File: src/rtl/alu_seq_pkg.sv
// Shared types and constants for the ALU command sequencer.
package alu_seq_pkg;

    localparam int unsigned OPERAND_W = 10;
    localparam int unsigned OPCODE_W  = 6;

    typedef enum logic {
        IDLE = 1'b0,
        SHOW = 1'b1
    } state_t;

    localparam logic [OPCODE_W-1:0] OP_ADD    = 6'b000001;
    localparam logic [OPCODE_W-1:0] OP_MUL    = 6'b000010;
    localparam logic [OPCODE_W-1:0] OP_FSB    = 6'b000100;
    localparam logic [OPCODE_W-1:0] OP_SHIFT  = 6'b001000;
    localparam logic [OPCODE_W-1:0] OP_MEDIAN = 6'b010000;
    localparam logic [OPCODE_W-1:0] OP_PASS   = 6'b100000;

    typedef struct packed {
        logic [OPERAND_W-1:0] operand;
        logic [OPCODE_W-1:0]  opcode;
    } cmd_t;

    // A legal opcode has exactly one bit set.
    function automatic logic opcode_valid(input logic [OPCODE_W-1:0] op);
        return $countones(op) == 1;
    endfunction

endpackage

File: src/rtl/alu_cmd_fifo.sv
// Synchronous DEPTH-entry command FIFO with flush; head is read combinationally.
module alu_cmd_fifo
    import alu_seq_pkg::*;
#(
    parameter int unsigned DEPTH = 4
) (
    input  logic                     clk,
    input  logic                     rst_n,
    input  logic                     push,
    input  cmd_t                     wdata,
    input  logic                     pop,
    input  logic                     flush,
    output cmd_t                     head_c,
    output logic                     full_c,
    output logic                     empty_c,
    output logic [$clog2(DEPTH):0]   count
);

    localparam int unsigned AW = $clog2(DEPTH);
    localparam int unsigned CW = AW + 1;

    cmd_t            mem [DEPTH];
    logic [AW-1:0]   wr_ptr;
    logic [AW-1:0]   rd_ptr;
    logic            do_push;
    logic            do_pop;

    assign full_c  = (count == CW'(DEPTH));
    assign empty_c = (count == '0);
    assign do_push = push && !full_c && !flush;
    assign do_pop  = pop && !empty_c && !flush;
    assign head_c  = mem[rd_ptr];

    // Pointers wrap naturally because DEPTH is a power of two.
    always_ff @(posedge clk or negedge rst_n) begin
        if (!rst_n) begin
            wr_ptr <= '0;
            rd_ptr <= '0;
            count  <= '0;
        end else if (flush) begin
            wr_ptr <= '0;
            rd_ptr <= '0;
            count  <= '0;
        end else begin
            if (do_push) wr_ptr <= wr_ptr + AW'(1);
            if (do_pop)  rd_ptr <= rd_ptr + AW'(1);
            case ({do_push, do_pop})
                2'b10:   count <= count + CW'(1);
                2'b01:   count <= count - CW'(1);
                default: count <= count;
            endcase
        end
    end

    always_ff @(posedge clk) begin
        if (do_push) mem[wr_ptr] <= wdata;
    end

endmodule

File: src/rtl/alu_cmd_sequencer.sv
// Buffers commands and presents them to the ALU for a dwell time or until step.
// Optional opcode legality check enabled by defining ALU_SEQ_OPCHECK_EN.
module alu_cmd_sequencer
    import alu_seq_pkg::*;
#(
    parameter int unsigned DEPTH   = 4,
    parameter int unsigned DWELL   = 25000000,
    parameter int unsigned DWELL_W = 25
) (
    input  logic                    clk,
    input  logic                    rst_n,
    input  logic                    cmd_valid,
    output logic                    cmd_ready,
    input  logic [OPERAND_W-1:0]    cmd_operand,
    input  logic [OPCODE_W-1:0]     cmd_opcode,
    input  logic                    auto_mode,
    input  logic                    step,
    input  logic                    flush,
    output logic [OPERAND_W-1:0]    alu_operand,
    output logic [OPCODE_W-1:0]     alu_opcode,
    output logic                    alu_valid,
    output logic                    done_pulse,
    output logic [$clog2(DEPTH):0]  fifo_count,
    output logic                    err
);

    state_t               state, state_nxt;
    logic [DWELL_W-1:0]   cnt, cnt_nxt;
    logic                 valid_nxt;
    logic                 done_nxt;
    logic                 load;
    logic                 advance;
    logic                 push_hs;
    logic                 opcode_ok;
    logic                 full_c;
    logic                 empty_c;
    cmd_t                 head_c;
    cmd_t                 wdata;

    assign cmd_ready = !full_c;
    assign push_hs   = cmd_valid && cmd_ready && !flush;
    assign wdata     = '{operand: cmd_operand, opcode: cmd_opcode};

`ifdef ALU_SEQ_OPCHECK_EN
    assign opcode_ok = opcode_valid(cmd_opcode);

    // Sticky until flush or reset; a bad command is consumed but never stored.
    always_ff @(posedge clk or negedge rst_n) begin
        if (!rst_n)                      err <= 1'b0;
        else if (flush)                  err <= 1'b0;
        else if (push_hs && !opcode_ok)  err <= 1'b1;
    end
`else
    assign opcode_ok = 1'b1;
    assign err       = 1'b0;
`endif

    alu_cmd_fifo #(.DEPTH(DEPTH)) u_fifo (
        .clk     (clk),
        .rst_n   (rst_n),
        .push    (push_hs && opcode_ok),
        .wdata   (wdata),
        .pop     (load),
        .flush   (flush),
        .head_c  (head_c),
        .full_c  (full_c),
        .empty_c (empty_c),
        .count   (fifo_count)
    );

    always_ff @(posedge clk or negedge rst_n) begin
        if (!rst_n) begin
            state      <= IDLE;
            cnt        <= '0;
            alu_valid  <= 1'b0;
            done_pulse <= 1'b0;
        end else begin
            state      <= state_nxt;
            cnt        <= cnt_nxt;
            alu_valid  <= valid_nxt;
            done_pulse <= done_nxt;
        end
    end

    always_comb begin
        state_nxt = state;
        cnt_nxt   = cnt;
        valid_nxt = alu_valid;
        done_nxt  = 1'b0;
        load      = 1'b0;
        advance   = 1'b0;

        case (state)
            IDLE: begin
                if (!empty_c) load = 1'b1;
            end
            SHOW: begin
                // Manual mode freezes the counter so a later switch to auto resumes it.
                if (auto_mode) begin
                    if (cnt == '0) advance = 1'b1;
                    else           cnt_nxt = cnt - DWELL_W'(1);
                end else if (step) begin
                    advance = 1'b1;
                end
                if (advance) begin
                    done_nxt = 1'b1;
                    if (!empty_c) begin
                        load = 1'b1;
                    end else begin
                        state_nxt = IDLE;
                        valid_nxt = 1'b0;
                    end
                end
            end
            default: state_nxt = IDLE;
        endcase

        if (load) begin
            state_nxt = SHOW;
            valid_nxt = 1'b1;
            cnt_nxt   = DWELL_W'(DWELL - 1);
        end

        if (flush) begin
            state_nxt = IDLE;
            valid_nxt = 1'b0;
            done_nxt  = 1'b0;
            cnt_nxt   = '0;
            load      = 1'b0;
        end
    end

    // Display registers hold their value while idle or flushed.
    always_ff @(posedge clk or negedge rst_n) begin
        if (!rst_n) begin
            alu_operand <= '0;
            alu_opcode  <= '0;
        end else if (load) begin
            alu_operand <= head_c.operand;
            alu_opcode  <= head_c.opcode;
        end
    end

endmodule

File: config.mk
export PLATFORM = sky130hd
export DESIGN_NAME = alu_cmd_sequencer
export DESIGN_NICKNAME = d
export VERILOG_FILES = /design/src/rtl/alu_seq_pkg.sv /design/src/rtl/alu_cmd_fifo.sv /design/src/rtl/alu_cmd_sequencer.sv
export SDC_FILE = /design/constraint.sdc
export NUM_CORES = 1
export LEC_CHECK = 0
export ABC_CLOCK_PERIOD_IN_PS = 4300
export CORE_ASPECT_RATIO = 1.75
export CORE_UTILIZATION = 50
export DETAILED_ROUTE_END_ITERATION = 8
export PLACE_DENSITY = 0.71
export SYNTH_ARGS = -nofsm -noshare
export SYNTH_HDL_FRONTEND = slang
export SYNTH_SLANG_ARGS = --single-unit
File: constraint.sdc
create_clock -name clk -period 4.3 [get_ports clk]
set_clock_uncertainty 0.05 [all_clocks]
set_input_delay 0.86 -clock clk [delete_from_list [all_inputs] [get_ports clk]]
set_output_delay 0.86 -clock clk [all_outputs]
set_load 0.01 [all_outputs]
==> flow_results.xml <==
<?xml version="1.0" encoding="UTF-8"?>
<metrics>
  <group name="drt">
    <metric name="drc" unit="">0</metric>
    <metric name="vias" unit="">2941</metric>
    <metric name="drtIter0Drc" unit="">128</metric>
    <metric name="wl_per_cell" unit="um">18.1</metric>
    <metric name="firstDrtPassIters" unit="">4</metric>
    <metric name="ant_nets" unit="">0</metric>
    <metric name="route.detailed.vias_per_inst" unit="">5.66</metric>
    <metric name="wirelength" unit="mm">9.39</metric>
  </group>
  <group name="synthesis">
    <metric name="synth_cells" unit="">331</metric>
    <metric name="post_synth_main_area_contributors" unit="">sky130_fd_sc_hd__edfxtp_1, sky130_fd_sc_hd__dfrtp_1, sky130_fd_sc_hd__mux4_2</metric>
    <metric name="yosys_most_used_dff" unit="">sky130_fd_sc_hd__edfxtp_1</metric>
    <metric name="synthAdderAreaFrac" unit="">0.0193</metric>
    <metric name="yosysWarningCount" unit="">0</metric>
    <metric name="number_of_synthesized_register_bits" unit="">115</metric>
    <metric name="post_synth_mux_area_share" unit="">0.118</metric>
    <metric name="postSynth.asyncResetShare" unit="">0.443</metric>
    <metric name="post-synth-top-area-fraction" unit="">0.390</metric>
    <metric name="synthSimpleGateAreaFrac" unit="">0.105</metric>
    <metric name="synth_compound_gate_area_share" unit="">0.0551</metric>
    <metric name="xor_xnor_portion_of_the_synthesized_cell_area" unit="">0.0355</metric>
    <metric name="synthesis.area" unit="um^2">4930</metric>
    <metric name="synth.yosys.seq_area_share" unit="">0.649</metric>
    <metric name="combinational_family_with_the_most_area_after_synthesis" unit="">multiplexers</metric>
    <metric name="synth-edff-count" unit="">64</metric>
    <metric name="yosys.area.top_type" unit="">sky130_fd_sc_hd__edfxtp_1</metric>
    <metric name="postSynthAreaPerCell" unit="um^2">14.9</metric>
    <metric name="post_synth_most_frequent_cells" unit="">sky130_fd_sc_hd__edfxtp_1, sky130_fd_sc_hd__dfrtp_1, sky130_fd_sc_hd__a21oi_1</metric>
    <metric name="cell_with_the_most_instances_after_synthesis" unit="">sky130_fd_sc_hd__edfxtp_1</metric>
    <metric name="postSynthNetCount" unit="">360</metric>
    <metric name="synth_cell_type_count" unit="">53</metric>
  </group>
  <group name="sta">
    <metric name="max_slew_margin" unit="">0.304</metric>
    <metric name="worst_slew_pin_tran" unit="ps">1040</metric>
    <metric name="grt_setup_unrepaired" unit="">no</metric>
    <metric name="timing.setup.tns" unit="ps">0</metric>
    <metric name="report.final.slew_viol_count" unit="">0</metric>
    <metric name="tcrit_tclk_final" unit="">0.675</metric>
    <metric name="hold_viol" unit="">0</metric>
    <metric name="finalSetupViolCount" unit="">0</metric>
    <metric name="achievable-frequency" unit="GHz">0.345</metric>
    <metric name="hold_slack" unit="ps">453</metric>
    <metric name="post-route-min-period" unit="ps">2900</metric>
  </group>
  <group name="cts">
    <metric name="post-cts-setup-buffer-count" unit="">0</metric>
    <metric name="ctsHoldBuffers" unit="">0</metric>
    <metric name="clk_latency" unit="ps">410</metric>
    <metric name="cts_max_path_buffers" unit="">2</metric>
    <metric name="clkSinkCount" unit="">115</metric>
    <metric name="cts_tree" unit="">done</metric>
    <metric name="cts-htree-levels" unit="">4</metric>
    <metric name="cts_inserted_buffers" unit="">17</metric>
    <metric name="root_buffer" unit="">sky130_fd_sc_hd__clkbuf_16</metric>
    <metric name="path_clk_slew" unit="ps">50</metric>
    <metric name="post_cts_resized" unit="">0</metric>
  </group>
  <group name="worst_setup_path">
    <metric name="critical_path.startpoint_type" unit="">input port</metric>
    <metric name="critPathMaxFanout" unit="">5</metric>
    <metric name="worst_ep_required_time" unit="ps">4540</metric>
    <metric name="cp.arrival" unit="ps">3140</metric>
    <metric name="worstSetupEndpointType" unit="">flop</metric>
    <metric name="criticalPathCategory" unit="">in -&gt; reg</metric>
  </group>
  <group name="placement">
    <metric name="place.port_buffers" unit="">43</metric>
    <metric name="finalWeightedCongestion" unit="">0.792</metric>
    <metric name="numPlacedInstances" unit="">488</metric>
    <metric name="place_hpwl" unit="mm">6.06</metric>
  </group>
  <group name="cells_and_area">
    <metric name="synthToLayoutAreaGrowth" unit="%">22.9</metric>
    <metric name="instances_no_fill" unit="">520</metric>
    <metric name="final_core_util" unit="">0.636</metric>
    <metric name="n_antenna_cell" unit="">0</metric>
    <metric name="final_layout_size_suffix_gt1_frac" unit="">0.214</metric>
    <metric name="final_nets" unit="">414</metric>
  </group>
  <group name="outcome">
    <metric name="status" unit="">complete, no violations</metric>
  </group>
  <group name="grt">
    <metric name="groute.usage.overall" unit="">0.203</metric>
    <metric name="antenna_found_initial" unit="">0</metric>
    <metric name="grt_max_degree" unit="">38</metric>
    <metric name="via_count_of_the_first_global_routing_pass" unit="">3131</metric>
    <metric name="grt.overflow.total" unit="">0</metric>
    <metric name="grt_pass1_wl" unit="mm">15.4</metric>
  </group>
  <group name="floorplanning">
    <metric name="die-width" unit="um">77.1</metric>
    <metric name="fp-row-count" unit="">47</metric>
    <metric name="fp.dieArea" unit="um^2">10300</metric>
    <metric name="initial_utilization" unit="">0.517</metric>
    <metric name="core_area" unit="um^2">9530</metric>
    <metric name="ios" unit="">45</metric>
    <metric name="die_h" unit="um">133</metric>
  </group>
  <group name="job">
    <metric name="maxCapViolations" unit="">0</metric>
  </group>
  <group name="power">
    <metric name="power_leakage" unit="nW">2.22</metric>
    <metric name="power_per_cell_area" unit="nW/um^2">697</metric>
    <metric name="irDropWorstVdd" unit="mV">0.426</metric>
    <metric name="fin_total_pwr" unit="mW">4.23</metric>
  </group>
  <group name="worst_hold_path">
    <metric name="hold_path.class" unit="">reg -&gt; reg</metric>
  </group>
</metrics>
layout make-up:
cell class	count	area, um^2
multi-input cells	195	1650
fillers	748	3470
clock inverters	12	108
clock buffers	20	457
well taps	122	153
repair buffers	50	478
inverters	6	22.5
flip-flops and latches	115	3200
logic make-up after synthesis:
kind of cell,after synthesis
muxes,36
buffers and inverters,21
adders and majority gates,7
other,1
xor gates and xnor gates,20
DFF,115
AOI/OAI and AO/OA,42
and+or+nand+nor,89
layer usage:
| layer | wire [um] | track usage | part of all wire |
|---|---|---|---|
| met1 | 3630 | 0.218 | 0.39 |
| met5 | 0 | 0 | 0 |
| met4 | 195 | 0.101 | 0.021 |
| met2 | 5250 | 0.364 | 0.56 |
| met3 | 320 | 0.0541 | 0.034 |
worst max-delay path, stage by stage:
cell and delay [ps]:
sky130_fd_sc_hd__clkdlybuf4s50_1 550, sky130_fd_sc_hd__nor2b_1 80, sky130_fd_sc_hd__a31o_2 230, sky130_fd_sc_hd__o21ai_1 190, sky130_fd_sc_hd__nor2_2 60, sky130_fd_sc_hd__and2_1 180
sky130_fd_sc_hd__fa_1 370, sky130_fd_sc_hd__and3_1 150, sky130_fd_sc_hd__mux2i_1 130, sky130_fd_sc_hd__mux2_2 340
state kept, by name, indices dropped and copies added (netlist names):
register and cells:
alu_opcode 6, alu_operand 10, alu_valid 1, cnt 25, done_pulse 1, state 1, u_fifo.count 3, u_fifo.mem 64
u_fifo.rd_ptr 2, u_fifo.wr_ptr 2
where the power goes:
group          leakage, nW  switching (mW)  total (mW)  internal [mW]
clock                0.262           0.494        1.32          0.823
combinational        0.726           0.595        1.28          0.682
sequential            1.23           0.239        1.63           1.39
total                 2.22            1.33        4.23           2.90
through the flow:
| step | cell area (um^2) | setup WS, ps |
|---|---|---|
| 6_report | 6060 | 1400 |
| 5_1_grt | 6060 | 1230 |
| 4_1_cts | 6060 | 1390 |
| 3_5_place_dp | 5500 | 997 |
| 3_3_place_gp | 5500 | 1020 |
| 2_1_floorplan | 4930 | 1150 |
worst paths after layout:
path	startpoint	end	slack (ps)	cells after the start
max	auto_mode	u_fifo.count[2]	1400	10
min	alu_opcode[3]	alu_opcode[3]	450	1
max reg2reg	cnt[0]	u_fifo.count[2]	1410	12
min reg2reg	alu_opcode[3]	alu_opcode[3]	450	1
max in group asynchronous	rst_n	cnt[13]	2910	2
min in group asynchronous	rst_n	alu_opcode[3]	540	1
cell usage in the layout, fill, tap and decap left out, types with 4 or more instances in the layout:
cell                              count
sky130_fd_sc_hd__a21oi_1             19
sky130_fd_sc_hd__and2_1               5
sky130_fd_sc_hd__buf_4                7
sky130_fd_sc_hd__clkbuf_16           17
sky130_fd_sc_hd__clkdlybuf4s50_1     42
sky130_fd_sc_hd__clkinvlp_4           5
sky130_fd_sc_hd__dfrtp_1             51
sky130_fd_sc_hd__edfxtp_1            64
sky130_fd_sc_hd__ha_1                 6
sky130_fd_sc_hd__inv_1                6
sky130_fd_sc_hd__mux2_2              18
sky130_fd_sc_hd__mux4_2              16
sky130_fd_sc_hd__nand2_1             12
sky130_fd_sc_hd__nand3_1              5
sky130_fd_sc_hd__nor2_1              17
sky130_fd_sc_hd__nor2b_1              4
sky130_fd_sc_hd__nor3_1              12
sky130_fd_sc_hd__nor4_1               5
sky130_fd_sc_hd__or3_1                6
sky130_fd_sc_hd__or4_1                4
sky130_fd_sc_hd__xnor2_1              9
sky130_fd_sc_hd__xor2_1              11
Power figures use the tool's default switching activity.
